$ cat src/rtl/fan_pkg.sv
// Shared fan-control definitions: speed level encodings, default duty
// targets and timing defaults used by the fan timer, LED driver and PWM.
package fan_pkg;

  typedef enum logic [1:0] {
    LVL_OFF  = 2'd0,
    LVL_LOW  = 2'd1,
    LVL_MID  = 2'd2,
    LVL_HIGH = 2'd3
  } fan_level_e;

  localparam int         CLK_PER_MS_DEF = 100_000;
  localparam int         RAMP_MS_DEF    = 4;
  localparam logic [7:0] DUTY_LOW_DEF   = 8'd64;
  localparam logic [7:0] DUTY_MID_DEF   = 8'd128;
  localparam logic [7:0] DUTY_HIGH_DEF  = 8'd255;

  // Level sequencing: timeout always forces OFF and masks the button,
  // otherwise each button pulse advances OFF->LOW->MID->HIGH->OFF.
  function automatic fan_level_e fan_next_level(fan_level_e lvl, logic btn, logic timeout);
    fan_level_e nxt;
    nxt = lvl;
    if (timeout) begin
      nxt = LVL_OFF;
    end else if (btn) begin
      case (lvl)
        LVL_OFF:  nxt = LVL_LOW;
        LVL_LOW:  nxt = LVL_MID;
        LVL_MID:  nxt = LVL_HIGH;
        default:  nxt = LVL_OFF;
      endcase
    end
    return nxt;
  endfunction

endpackage

$ cat src/rtl/fan_duty_ctrl_if.sv
// Control/status bundle between the fan duty controller and its user:
// button and timeout in, duty command, level and ramp status out.
interface fan_duty_ctrl_if;
  logic       btn;
  logic       timeout;
  logic [7:0] duty;
  logic [1:0] level;
  logic       ramping;

  modport master (output btn, timeout, input duty, level, ramping);
  modport slave  (input btn, timeout, output duty, level, ramping);
endinterface

$ cat src/rtl/clock_div.sv
// Free-running divider producing a one-cycle strobe every CLK_PER_MS clocks.
module clock_div #(
  parameter int CLK_PER_MS = 100_000
) (
  input  logic clk,
  input  logic reset_p,
  output logic div_edge_o
);

  localparam int CW = (CLK_PER_MS > 1) ? $clog2(CLK_PER_MS) : 1;

  logic [CW-1:0] cnt_q;

  assign div_edge_o = (cnt_q == CW'(CLK_PER_MS - 1));

  // Count 0..CLK_PER_MS-1 and wrap on the strobe cycle.
  always_ff @(posedge clk) begin
    if (reset_p) begin
      cnt_q <= '0;
    end else if (div_edge_o) begin
      cnt_q <= '0;
    end else begin
      cnt_q <= cnt_q + 1'b1;
    end
  end

endmodule

$ cat src/rtl/fan_duty_ctrl.sv
// Fan speed selector with soft-start duty ramp.
//
//   state    | meaning
//   LVL_OFF  | fan off, duty forced to 0
//   LVL_LOW  | ramp toward / hold DUTY_LOW
//   LVL_MID  | ramp toward / hold DUTY_MID
//   LVL_HIGH | ramp toward / hold DUTY_HIGH
module fan_duty_ctrl
  import fan_pkg::*;
#(
  parameter int         CLK_PER_MS = CLK_PER_MS_DEF,
  parameter int         RAMP_MS    = RAMP_MS_DEF,
  parameter logic [7:0] DUTY_LOW   = DUTY_LOW_DEF,
  parameter logic [7:0] DUTY_MID   = DUTY_MID_DEF,
  parameter logic [7:0] DUTY_HIGH  = DUTY_HIGH_DEF
) (
  input  logic            clk,
  input  logic            reset_p,
  fan_duty_ctrl_if.slave  bus
);

  localparam int SW = (RAMP_MS > 1) ? $clog2(RAMP_MS) : 1;

  function automatic logic [7:0] target_of(fan_level_e lvl);
    case (lvl)
      LVL_LOW:  return DUTY_LOW;
      LVL_MID:  return DUTY_MID;
      LVL_HIGH: return DUTY_HIGH;
      default:  return 8'd0;
    endcase
  endfunction

  logic          div_edge;
  logic          step_stb;
  logic [SW-1:0] step_cnt_q;
  fan_level_e    level_q;
  fan_level_e    level_d;
  logic [7:0]    duty_q;
  logic [7:0]    tgt_d;

  clock_div #(.CLK_PER_MS(CLK_PER_MS)) u_clock_div (
    .clk        (clk),
    .reset_p    (reset_p),
    .div_edge_o (div_edge)
  );

  assign step_stb = div_edge && (step_cnt_q == SW'(RAMP_MS - 1));

  // ms-tick counter; free-running so a level change never restarts the step cadence.
  always_ff @(posedge clk) begin
    if (reset_p) begin
      step_cnt_q <= '0;
    end else if (div_edge) begin
      if (step_cnt_q == SW'(RAMP_MS - 1)) begin
        step_cnt_q <= '0;
      end else begin
        step_cnt_q <= step_cnt_q + 1'b1;
      end
    end
  end

  // Steps are taken toward the target of the level being entered this cycle,
  // so a press coinciding with a strobe already ramps in the new direction.
  assign level_d = fan_next_level(level_q, bus.btn, bus.timeout);
  assign tgt_d   = target_of(level_d);

  // Level FSM and duty register; OFF drops duty at once, other levels step 1 LSB per strobe.
  always_ff @(posedge clk) begin
    if (reset_p) begin
      level_q <= LVL_OFF;
      duty_q  <= 8'd0;
    end else begin
      level_q <= level_d;
      if (level_d == LVL_OFF) begin
        duty_q <= 8'd0;
      end else if (step_stb && (duty_q < tgt_d)) begin
        duty_q <= duty_q + 8'd1;
      end else if (step_stb && (duty_q > tgt_d)) begin
        duty_q <= duty_q - 8'd1;
      end
    end
  end

  assign bus.duty    = duty_q;
  assign bus.level   = level_q;
  assign bus.ramping = (duty_q != target_of(level_q));

endmodule

$ cat src/flat_wrapper.sv
// flat-port wrapper written by rule: the top's interface ports become plain ports
module fan_duty_ctrl_flat import fan_pkg::*;
#(
  parameter int         CLK_PER_MS = CLK_PER_MS_DEF,
  parameter int         RAMP_MS    = RAMP_MS_DEF,
  parameter logic [7:0] DUTY_LOW   = DUTY_LOW_DEF,
  parameter logic [7:0] DUTY_MID   = DUTY_MID_DEF,
  parameter logic [7:0] DUTY_HIGH  = DUTY_HIGH_DEF
)
  (clk, reset_p, bus_btn, bus_timeout, bus_duty, bus_level, bus_ramping);
  fan_duty_ctrl_if bus_i ();
  input  logic clk;
  input  logic reset_p;
  input wire logic [$bits(bus_i.btn)-1:0] bus_btn;
  input wire logic [$bits(bus_i.timeout)-1:0] bus_timeout;
  output wire logic [$bits(bus_i.duty)-1:0] bus_duty;
  output wire logic [$bits(bus_i.level)-1:0] bus_level;
  output wire logic [$bits(bus_i.ramping)-1:0] bus_ramping;
  assign bus_i.btn = bus_btn;
  assign bus_i.timeout = bus_timeout;
  assign bus_duty = bus_i.duty;
  assign bus_level = bus_i.level;
  assign bus_ramping = bus_i.ramping;
  fan_duty_ctrl #(.CLK_PER_MS(CLK_PER_MS), .RAMP_MS(RAMP_MS), .DUTY_LOW(DUTY_LOW), .DUTY_MID(DUTY_MID), .DUTY_HIGH(DUTY_HIGH)) u_core (.clk(clk), .reset_p(reset_p), .bus(bus_i));
endmodule
$ cat config.mk
export PLATFORM = sky130hd
export DESIGN_NAME = fan_duty_ctrl_flat
export DESIGN_NICKNAME = d
export VERILOG_FILES = /design/src/rtl/fan_pkg.sv /design/src/rtl/fan_duty_ctrl_if.sv /design/src/rtl/clock_div.sv /design/src/rtl/fan_duty_ctrl.sv /design/src/flat_wrapper.sv
export SDC_FILE = /design/constraint.sdc
export NUM_CORES = 1
export LEC_CHECK = 0
export ABC_AREA = 1
export CORE_ASPECT_RATIO = 1.25
export CORE_MARGIN = 1.5
export CORE_UTILIZATION = 25
export CTS_CLUSTER_SIZE = 12
export DETAILED_ROUTE_END_ITERATION = 10
export PLACE_DENSITY = 0.44
export SYNTH_ARGS = -nofsm -noshare
export SYNTH_HDL_FRONTEND = slang
export SYNTH_HIERARCHICAL = 1
export SYNTH_SLANG_ARGS = --single-unit
export TNS_END_PERCENT = 1
$ cat constraint.sdc
create_clock -name clk -period 4.9 [get_ports clk]
set_clock_uncertainty 0.15 [all_clocks]
set_input_delay 0.98 -clock clk [delete_from_list [all_inputs] [get_ports clk]]
set_output_delay 0.98 -clock clk [all_outputs]
set_load 0.02 [all_outputs]
==> results.sh <==
export IMPL_outcome="finished clean"
export IMPL_first_global_vias=1618
export IMPL_top_usage_layer="met2"
export IMPL_placement_io_buffers=14
export IMPL_use_met3=0.0348
export IMPL_use_met2=0.188
export IMPL_cts_tree="done"
export IMPL_clk_insertion_delay_late_ps=290
export IMPL_pwr_share_comb=0.071
export IMPL_required_ps=4930
export IMPL_switching_share=0.232
export IMPL_synth_fa_ha_area_frac=0.124
export IMPL_antennaDiodeCount=0
export IMPL_clock_fmax_mhz=254
export IMPL_grt_pass1_wl_um=7380
export IMPL_final_common_cell="nand2_1"
export IMPL_num_vias=1750
export IMPL_syn_inst=287
export IMPL_worstSetupStartpointType="input port"
export IMPL_fin_tns_setup_ps=0
export IMPL_grt_start_max_net_pins=18
export IMPL_overflow=0
export IMPL_die_area_um2=8910
export IMPL_ctsHoldBuffers=0
export IMPL_drive_gt1_frac=0.156
export IMPL_hpwl_um=3290
export IMPL_synth_top_family_by_area="simple AND/OR/NAND/NOR gates"
export IMPL_clock_sinks=29
export IMPL_clockRootBuffer="clkbuf_8"
export IMPL_start_util=0.256
export IMPL_drc_errors=0
export IMPL_synth_cell_types=31
export IMPL_drv_slew=0
export IMPL_clkTransAtPathRegs_ps=60
export IMPL_yosys_warnings=6
export IMPL_ant_nets=0
export IMPL_die_w_um=84.7
export IMPL_cts_setup_buffers=0
export IMPL_maxCapViolCount=0
export IMPL_tightest_slew_ps=340
export IMPL_finalSetupViolCount=0
export IMPL_power_density_nw_per_um2=225
export IMPL_area_growth_pct=16.2
export IMPL_seqPwrFrac=0.443
export IMPL_antenna_found_initial=0
export IMPL_reg2reg_from="u_core/bus.level[0]$_SDFF_PP0_"
export IMPL_wl_per_cell_um=10.7
export IMPL_place_gp_congestion=0.762
export IMPL_avgSynthCellArea_um2=7.27
export IMPL_cts_max_level=2
export IMPL_p_sw_w=0.000127
export IMPL_ios=15
export IMPL_synth_simple_area_share=0.365
export IMPL_cts_max_path_buffers=2
export IMPL_rsz0062_at_grt="no"
export IMPL_syn_num_nets=311
export IMPL_period_share=0.803
export IMPL_hold_start="u_core/u_clock_div/cnt_q[0]$_SDFF_PP0_"
export IMPL_yosys_register_bits=29
export IMPL_vias_per_cell=4.33
export IMPL_fin_nets=330
export IMPL_fin_crit_ps=3930
export IMPL_core_um2=8150
export IMPL_p_clk_frac=0.487
export IMPL_synth_compound_area_frac=0.0857
export IMPL_p_int_w=0.000419
export IMPL_cts_buffers=5
export IMPL_p_leak_nw=0.916
export IMPL_track_usage=0.105
export IMPL_grtUsageMet1=0.118
export IMPL_arrival_ps=3960
export IMPL_die_h_um=105
export IMPL_cts_resized=0
export IMPL_path_class="in -> reg"
export IMPL_max_slew_margin=0.773
export IMPL_vdd_drop_max_uv=117
export IMPL_synthMuxAreaShare=0.00480
export IMPL_fillers=891
export IMPL_num_rows=37
export IMPL_final_cell_mix="nand2_1 (67), inv_1 (35), nor2_1 (34), dfxtp_1 (29), ha_1 (19)"
export IMPL_synth_xor_area_frac=0.0546
export IMPL_synth_area_um2=2090
export IMPL_hold_path_class="reg -> reg"
export IMPL_finalHoldViolations=0
export IMPL_final_core_util=0.298
export IMPL_crit_fanout=9
export IMPL_synth_seq_area_share=0.278
export IMPL_wl_um=4340
export IMPL_drtPass1Iterations=4
export IMPL_dr_first_iter_drc_count=58
export IMPL_worst_setup_path_end_kind="flop"
export IMPL_cp_startpoint="bus_btn"
-- worst max-delay path: stages --
cell	delay (ps)
clkdlybuf4s50_1	520
nor2_1	60
nor2_1	80
o21ai_1	120
nor2_1	150
inv_1	120
ha_1	310
a21oi_1	160
nor2_1	80
nor2_4	110
nand2_4	110
ha_1	360
nand3_1	110
nand3_1	160
a21oi_1	180
nand3_1	90
nand3_1	90
nand2_1	60
nand2_1	50
nor2_1	30
-- flip-flops by register name, summed over array words and instances (netlist names) --
| signal | flops |
|---|---|
| u_core/bus.duty | 8 |
| u_core/u_clock_div/cnt_q | 17 |
| u_core/bus.level | 2 |
| u_core/step_cnt_q | 2 |
-- area by class of cell --
type / count / area (um^2) / area share
tap: 97 / 121 / 0.0501
inverter: 38 / 145 / 0.0599
timing repair buffer: 14 / 140 / 0.0578
sequential: 29 / 581 / 0.239
multi-input combinational: 218 / 1320 / 0.545
clock buffer: 7 / 86.3 / 0.0356
clock inverter: 1 / 30.0 / 0.0124
-- Yosys cell counts --
library cell	n	area [um^2]
xnor2_1	10	87.6
mux2i_1	1	10.0
nand2_2	3	18.8
ha_1	19	238
inv_2	1	3.75
a31oi_1	1	6.26
buf_12	2	40.0
o21ai_1	5	25.0
nand3_1	16	80.1
inv_1	35	131
nor2_2	15	93.8
nand2_1	67	251
nand4_1	8	50.1
xor2_1	3	26.3
nand2_4	5	56.3
nand3_2	1	10.0
o21ai_0	2	10.0
dfxtp_1	29	581
nor3_1	2	10.0
a21oi_2	7	61.3
nor2_4	4	45.0
inv_4	1	6.26
nor2_1	34	128
a21o_1	1	7.51
a21oi_1	7	35.0
clkinv_1	1	3.75
o21ai_2	3	26.3
nand3b_1	1	7.51
nor3_2	1	10.0
o21bai_1	1	7.51
fa_1	1	20.0
-- routing by layer --
| metal | share of wire | vias up |
|---|---|---|
| met1 | 0.44 | 770 |
| met4 | 0.0088 | 0 |
| met3 | 0.034 | 6 |
| li1 | - | 953 |
| met2 | 0.52 | 21 |
| met5 | 0 | - |
-- metrics by stage --
step	instance area [um^2]	hold slack, ps	setup slack, ps	total power [W]	std cells
global placement	2310	305	781	0.000287	396
CTS	2420	324	984	0.000557	404
finish	2420	317	967	0.000546	404
global route	2420	343	610	0.000574	404
detailed placement	2310	306	683	0.000286	396
floorplan	2090	289	1530	0.000276	287
-- path summary, 6_finish.rpt --
kind                                       endpoint  slack (ps)  depth (start not counted)
max                 u_core/bus.duty[7]$_SDFFE_PP0P_         970                         20
min          u_core/u_clock_div/cnt_q[0]$_SDFF_PP0_         320                          1
max reg2reg         u_core/bus.duty[7]$_SDFFE_PP0P_        1410                         19
min reg2reg  u_core/u_clock_div/cnt_q[0]$_SDFF_PP0_         320                          1
-- cell families after synthesis --
family / after synthesis
AOI/OAI and AO/OA: 27
xor gates and xnor gates: 13
adders and majority gates: 20
buffers and inverters: 40
DFF: 29
muxes: 1
and+or+nand+nor: 157
-- power groups by stage --
stage / Combinational [W] / Clock (W) / Sequential (W)
finish: 0.0000386 / 0.000266 / 0.000242
global route: 0.0000432 / 0.000288 / 0.000242
CTS: 0.0000394 / 0.000276 / 0.000242
detailed placement: 0.0000393 / 0 / 0.000247
global placement: 0.0000395 / 0 / 0.000247
floorplan: 0.0000286 / 0 / 0.000247
(Power assumes the default switching activity.)
